<file path="config.mk">
export PLATFORM = sky130hd
export DESIGN_NAME = uart_paddle_ctrl
export DESIGN_NICKNAME = d
export VERILOG_FILES = /design/src/rtl/uart_paddle_ctrl.sv
export SDC_FILE = /design/constraint.sdc
export NUM_CORES = 1
export LEC_CHECK = 0
export BUFFER_PORTS_ARGS = -buffer_cell sky130_fd_sc_hd__buf_2
export CAP_MARGIN = 20
export CORE_ASPECT_RATIO = 1.75
export CORE_MARGIN = 10
export CORE_UTILIZATION = 47
export CTS_CLUSTER_DIAMETER = 60
export DETAILED_ROUTE_END_ITERATION = 8
export GPL_TIMING_DRIVEN = 0
export PLACE_DENSITY = 0.69
export RECOVER_POWER = 100
export SYNTH_ARGS = -nofsm -noshare
export SYNTH_HDL_FRONTEND = slang
export SYNTH_SLANG_ARGS = --single-unit
export TNS_END_PERCENT = 1
</file>
<file path="constraint.sdc">
create_clock -name clk25MHz -period 2 [get_ports clk25MHz]
set_clock_uncertainty 0.15 [all_clocks]
set_input_delay 0.1 -clock clk25MHz [delete_from_list [all_inputs] [get_ports clk25MHz]]
set_output_delay 0.1 -clock clk25MHz [all_outputs]
set_load 0.005 [all_outputs]
</file>
<file path="src/rtl/uart_paddle_ctrl.sv">
// Pong command decoder: turns UART receiver bytes into paddle moves, pause and restart.
// Build option: define CASE_FOLD_EN to accept uppercase W/S/O/L/P/R as their lowercase forms.
module uart_paddle_ctrl #(
  parameter int SCREEN_H = 480,
  parameter int PADDLE_H = 80,
  parameter int STEP     = 8,
  parameter int POS_W    = 10
) (
  input  logic             clk25MHz,
  input  logic             rst_n,
  input  logic [7:0]       rx_byte,
  output logic [POS_W-1:0] paddle1_y,
  output logic [POS_W-1:0] paddle2_y,
  output logic             paused,
  output logic             game_reset,
  output logic             cmd_valid,
  output logic             cmd_error
);

  localparam int              Y_MAX  = SCREEN_H - PADDLE_H;
  localparam logic [POS_W:0]   YMAX_W = (POS_W+1)'(Y_MAX);
  localparam logic [POS_W:0]   STEP_W = (POS_W+1)'(STEP);
  localparam logic [POS_W-1:0] Y_MID  = POS_W'(Y_MAX / 2);

  localparam int C_UP1   = 0;
  localparam int C_DN1   = 1;
  localparam int C_UP2   = 2;
  localparam int C_DN2   = 3;
  localparam int C_PAUSE = 4;
  localparam int C_RST   = 5;
  localparam int C_ERR   = 6;

  typedef enum logic [1:0] {IDLE, DECODE, APPLY, WAIT_CLEAR} state_t;

  state_t           state_q, state_d;
  logic [7:0]       cmd_q, cmd_d;
  logic [6:0]       cls_q, cls_d;
  logic [POS_W-1:0] p1_q, p1_d, p2_q, p2_d;
  logic             paused_q, paused_d;
  logic             grst_q, grst_d;
  logic             valid_q, valid_d;
  logic             err_q, err_d;

  function automatic logic [6:0] classify(input logic [7:0] b);
    logic [7:0] c;
    logic [6:0] r;
    c = b;
`ifdef CASE_FOLD_EN
    if (b >= 8'h41 && b <= 8'h5A) c = b | 8'h20;
`endif
    r = '0;
    case (c)
      8'h77:   r[C_UP1]   = 1'b1;
      8'h73:   r[C_DN1]   = 1'b1;
      8'h6F:   r[C_UP2]   = 1'b1;
      8'h6C:   r[C_DN2]   = 1'b1;
      8'h70:   r[C_PAUSE] = 1'b1;
      8'h72:   r[C_RST]   = 1'b1;
      default: r[C_ERR]   = 1'b1;
    endcase
    return r;
  endfunction

  // One extra bit of headroom so neither direction can wrap before the clamp.
  function automatic logic [POS_W-1:0] move_up(input logic [POS_W-1:0] y);
    logic [POS_W:0] yw;
    yw = {1'b0, y};
    return (yw < STEP_W) ? '0 : POS_W'(yw - STEP_W);
  endfunction

  function automatic logic [POS_W-1:0] move_dn(input logic [POS_W-1:0] y);
    logic [POS_W:0] sum;
    sum = {1'b0, y} + STEP_W;
    return (sum > YMAX_W) ? POS_W'(YMAX_W) : POS_W'(sum);
  endfunction

  always_comb begin
    state_d  = state_q;
    cmd_d    = cmd_q;
    cls_d    = cls_q;
    p1_d     = p1_q;
    p2_d     = p2_q;
    paused_d = paused_q;
    grst_d   = 1'b0;
    valid_d  = 1'b0;
    err_d    = 1'b0;
    case (state_q)
      IDLE: begin
        if (rx_byte != 8'h00) begin
          cmd_d   = rx_byte;
          state_d = DECODE;
        end
      end
      DECODE: begin
        cls_d   = classify(cmd_q);
        state_d = APPLY;
      end
      APPLY: begin
        if (cls_q[C_ERR]) err_d = 1'b1;
        else              valid_d = 1'b1;
        // Moves while paused still count as valid commands; they just do nothing.
        if (!paused_q) begin
          if (cls_q[C_UP1]) p1_d = move_up(p1_q);
          if (cls_q[C_DN1]) p1_d = move_dn(p1_q);
          if (cls_q[C_UP2]) p2_d = move_up(p2_q);
          if (cls_q[C_DN2]) p2_d = move_dn(p2_q);
        end
        if (cls_q[C_PAUSE]) paused_d = !paused_q;
        if (cls_q[C_RST]) begin
          p1_d     = Y_MID;
          p2_d     = Y_MID;
          paused_d = 1'b0;
          grst_d   = 1'b1;
        end
        state_d = WAIT_CLEAR;
      end
      WAIT_CLEAR: begin
        if (rx_byte == 8'h00) state_d = IDLE;
      end
      default: state_d = IDLE;
    endcase
  end

  always_ff @(posedge clk25MHz) begin
    if (!rst_n) begin
      state_q  <= IDLE;
      cmd_q    <= '0;
      cls_q    <= '0;
      p1_q     <= Y_MID;
      p2_q     <= Y_MID;
      paused_q <= 1'b0;
      grst_q   <= 1'b0;
      valid_q  <= 1'b0;
      err_q    <= 1'b0;
    end else begin
      state_q  <= state_d;
      cmd_q    <= cmd_d;
      cls_q    <= cls_d;
      p1_q     <= p1_d;
      p2_q     <= p2_d;
      paused_q <= paused_d;
      grst_q   <= grst_d;
      valid_q  <= valid_d;
      err_q    <= err_d;
    end
  end

  assign paddle1_y  = p1_q;
  assign paddle2_y  = p2_q;
  assign paused     = paused_q;
  assign game_reset = grst_q;
  assign cmd_valid  = valid_q;
  assign cmd_error  = err_q;

endmodule
</file>
Word-level counts from Yosys, hierarchy flattened
Index checks and enable logic that the tools add are counted.
{"block": "totals", "register_bits": 41, "input_bits": 10, "out_inout_bits": 24, "word_cells": 70}
{"block": "classes", "addsub": 4, "magnitude_cmp": 4, "eq_ne": 12, "mux": 27, "reduce_logical": 14}
{"op": "$mux W10", "count": 12}
{"op": "$eq A8 B7 Y1 const B", "count": 6}
{"op": "$add A10 B4 Y11 const B", "count": 2}
{"op": "$gt A11 B9 Y1 const B", "count": 2}
{"op": "$lt A10 B4 Y1 const B", "count": 2}
{"op": "$sub A10 B4 Y10 const B", "count": 2}
{"op": "$mux W1", "count": 12}
{"op": "$logic_not A8 Y1", "count": 1}
{"op": "$pmux W2 S4", "count": 1}
{"op": "$reduce_and A2 Y1", "count": 4}
{"op": "$reduce_bool A8 Y1", "count": 1}
{"op": "$ne A2 B2 Y1 const B", "count": 3}
{"op": "$reduce_and A3 Y1", "count": 2}
{"op": "$reduce_bool A3 Y1", "count": 2}
{"op": "$reduce_or A6 Y1", "count": 1}
{"op": "$eq A2 B2 Y1 const B", "count": 2}
{"op": "$mux W2", "count": 2}
{"op": "$eq A2 B1 Y1 const B", "count": 1}
{"op": "$logic_not A2 Y1", "count": 1}
{"op": "$reduce_bool A2 Y1", "count": 1}
{"op": "$logic_not A1 Y1", "count": 1}

Longest topological paths before layout
{"block": "depth", "depth_word": 6, "ltp_mapped": 8, "ltp_nobuf": 7}

Least setup slack after synthesis
No wires, ideal clock.
{"block": "synth_path", "kind": "register to register", "start": "register p2_q[3], in the netlist paddle2_y[3]", "end": "register p2_q[4], in the netlist paddle2_y[4]", "setup_time_ps": 122, "arrival_time_ps": 1918, "required_time_ps": 1728, "setup_slack_ps": -190, "path_stages_with_launch": 9, "n_path_buf": 1, "synth_period_minus_slack_ps": 2190, "path_cell_list": "dfxtp_1 > buf_2 > inv_1 > ha_1 > o41ai_1 > o21ai_0 > a221oi_1 > o21a_1 > a211oi_1"}
{"block": "synth_via", "elab_chain_len": 6, "elab_cells_between_ends": 10, "classes_between": "add/sub (2); order compare (2); mux (6)"}
{"item": "from (decl)", "line": "38", "source": "logic [POS_W-1:0] p1_q, p1_d, p2_q, p2_d;"}
{"item": "from (signal assigned)", "line": "140", "source": "p2_q <= p2_d;"}
{"item": "$add A10 B4 Y11 (tied with other cells)", "line": "73", "source": "sum = {1'b0, y} + STEP_W;"}
{"item": "$gt A11 B9 Y1 or $mux W10 (tied branches)", "line": "74, 68"}
{"item": "$mux W10, on equally long branches", "line": "74, 105"}
{"item": "$mux W10 *", "line": "106", "source": "if (cls_q[C_DN2]) p2_d = move_dn(p2_q);"}
{"item": "$mux W10 *", "line": "102", "source": "if (!paused_q) begin"}
{"item": "$mux W10 *", "line": "109", "source": "if (cls_q[C_RST]) begin"}
Mark *: on every way between the ends. The rest lies on a longest branch, timed or not. The select of a mux whose other input is x is not followed.
A chain may end at the register's enable or synchronous reset.

Worst setup path in the final report
{"block": "layout_path", "start": "register p2_q[3], in the netlist paddle2_y[3]", "end": "register p2_q[6], in the netlist paddle2_y[6]"}
Same word-level chain as after synthesis.

==> flow_summary.json <==
{
  "clockBufferDepth": 2,
  "tightest_slew_ns": 0.626,
  "setup_viol": 3,
  "maxCapViolCount": 0,
  "first_global_vias": 2805,
  "place_inst": 464,
  "hold_class": "register to register",
  "worstPathRequired_ns": 2.02,
  "synth-edff-count": 0,
  "post-route-min-period_ns": 2.04,
  "layout_setup_ws_ns": -0.0363,
  "drtPass1Iterations": 5,
  "gp_routability_congestion": 0.935,
  "synth-main-ff-cell": "dfxtp_1",
  "path_class": "register to register",
  "antenna_found_initial": 0,
  "yosysWarnings": 0,
  "io_pins": 34,
  "grt_pass1_wl_microns": 13200,
  "p_per_area_nw_per_um2": 548,
  "cp_slowest_cell": "dfxtp_4",
  "synth_top_cell_area_share_pct": 25.9,
  "end_kind": "register",
  "max_stage_delay_ns": 0.40,
  "post-route-drc-count": 0,
  "vias": 2959,
  "drt-vias-per-instance": 6.04,
  "finalNetCount": 432,
  "avgSynthCellArea_sq_um": 7.60,
  "first_iter_violations": 134,
  "insertion_delay_ns": 0.29,
  "cp-startpoint": "paddle2_y[3]",
  "r2r_cells": 8,
  "place_area_sq_um": 2970,
  "critPathLaunchType": "register",
  "crit_path_cell_trace": "buf_6, inv_4, ha_4, a211oi_2, o211ai_1, a22oi_2, o211ai_1, o211ai_1",
  "cts_tree": "done",
  "slew_headroom_pct": 57.6,
  "core_sq_um": 5590,
  "critPathBufInv": 2,
  "crit_arrival_ns": 2.06,
  "min_path_cells": 1,
  "fmax_mhz": 491,
  "die-area_sq_um": 9310,
  "synth_cell_types": 71,
  "cts-buffers-inserted": 5,
  "p_total_mw": 1.90,
  "final_design_area_no_fill_sq_um": 3470,
  "fin_hold_ws_ns": 0.306,
  "wl_per_cell_microns": 16.8,
  "die_height_microns": 120,
  "crit_family": "compound AO/OA/AOI/OAI gates",
  "holdPathEnd": "cmd_valid",
  "fin_util_pct": 62.1,
  "ir_drop_mv": 0.625,
  "status": "finished, violations left",
  "p_leak_nw": 1.27,
  "path_clk_slew_ns": 0.08,
  "ys_seq_elements": 35,
  "syn-cell-area_sq_um": 2700,
  "area_growth_pct": 28.3,
  "yosysSeqAreaShare_pct": 25.9,
  "async_reset_ff_share_pct": 0,
  "portBuffers": 27,
  "track_usage_pct": 16.9,
  "rows": 36,
  "die_w_microns": 77.3,
  "drive_above_1_share_pct": 28.3,
  "min_from": "cls_q[6]",
  "reg2reg_setup_slack_ns": -0.04,
  "tns_ns": -0.0597,
  "cp_common_cell": "o211ai_1",
  "finalHoldViolations": 0,
  "hpwl_microns": 5890,
  "drtAntennaViolNets": 0,
  "netlist_top_cells_area": "dfxtp_1, nand2_1, a21oi_1",
  "drt-total-wl_microns": 8230,
  "final-max-slew-violation-count": 0,
  "yosysTopAreaCell": "dfxtp_1",
  "overflow": 0,
  "post-place-ws_ns": -0.701,
  "grt_max_degree": 12,
  "critPathMaxFanout": 7,
  "antenna_cells": 0,
  "cts_sinks": 35,
  "synth_cells": 356,
  "violations": "setup timing",
  "start_util_pct": 48.4,
  "htreeDepth": 2,
  "r2r-start": "paddle2_y[3]",
  "final_cells": 490,
  "root_buffer": "clkbuf_8",
  "r2r_end": "paddle2_y[6]",
  "rsz0062_at_grt": "true",
  "fin_crit_sh_pct": 102
}
[kinds of logic (layout without fill, tap and decap cells)]
family	after synthesis	in the layout	synth area share (%)
AO/OA/AOI/OAI	114	114	29.1
XOR/XNOR	7	7	2.27
adder cells (fa/ha/maj)	9	9	4.16
buffers and inverters	48	101	8.33
flip-flops	35	35	25.9
multiplexers	3	3	1.11
other	1	6	0.139
AND/OR/NAND/NOR	139	139	29.0
[report_power, final]
group	leakage [nW]	total, mW	internal [mW]	switching (mW)
clock	0.0412	0.517	0.244	0.273
sequential	0.287	0.857	0.773	0.0843
combinational	0.945	0.526	0.218	0.308
[state kept, by name, summed over array words and instances (netlist names)]
name / flops
cmd_error: 1
game_reset: 1
paddle2_y: 7
cmd_q: 8
paused: 1
cls_q: 7
state_q: 2
paddle1_y: 7
cmd_valid: 1
[metal layers]
metal | track usage, % | wire length [microns] | up-vias
li1 | - | - | 1435
met1 | 16.5 | 2980 | 1394
met2 | 31.8 | 4430 | 97
met3 | 3.04 | 356 | 33
met4 | 10.4 | 456 | 0
met5 | 0 | 0 | -
[worst max path at each step]
| stage | endpoint | slack (ns) | cells past startpoint |
|---|---|---|---|
| 6_report | paddle2_y[6] | -0.04 | 8 |
| 5_1_grt | paddle2_y[6] | -0.12 | 8 |
| 4_1_cts | paddle2_y[5] | -0.19 | 8 |
| 3_5_place_dp | paddle2_y[6] | -0.70 | 8 |
| 3_3_place_gp | paddle2_y[6] | -0.62 | 8 |
| 2_1_floorplan | paddle2_y[7] | -0.08 | 8 |
[timing repair]
item / 4_1_cts / 5_1_grt
gates cloned: 0 / 0
buffers inserted: 0 / 10
setup endpoints to repair: 14 / 14
resized for setup: 21 / 63
hold buffers: 8 / 1
endpoints found under the hold margin: 8 / 1
pin swaps: 3 / 18
[cell usage in the layout, fill, tap and decap left out, types with 5 or more instances in the layout]
cell type,n
nand3_1,10
clkbuf_1,19
conb_1,6
a21oi_1,22
dfxtp_2,6
nor2_1,18
nand2_1,34
o211ai_1,5
inv_1,10
nor3_1,8
dlygate4sd3_1,9
nor2b_1,5
clkbuf_8,5
nor4_1,5
and3_1,7
o21ai_0,15
xnor2_1,5
buf_4,20
nand4_1,6
dfxtp_1,25
clkbuf_2,5
nand2b_1,12
a31oi_1,7
buf_2,22
[cell type report]
type	count	area (sq um)
plain buffers	33	201
clock buffers	6	72.6
clock inverters	2	12.5
fillers	528	2120
inverters	14	57.6
multi-input cells	278	2020
flip-flops and latches	35	723
well taps	76	95.1
repair buffers	46	290
[cell usage after synthesis, drive strengths merged (3+ instances only)]
cell	instances
a22oi	5
nor3	10
nand3	10
a31o	3
and3	7
o21bai	3
o311ai	4
a31oi	7
nand2b	12
or3	4
or4	4
a211oi	8
clkbuf	17
ha	9
dfxtp	35
xnor2	5
o22ai	3
o21ai	18
nor2	19
nand2	35
buf	17
inv	14
nor2b	5
o211ai	5
nor4	8
o21a	4
a21oi	24
o31ai	4
mux2i	3
nand4	6
Power figures use the tool's default switching activity.
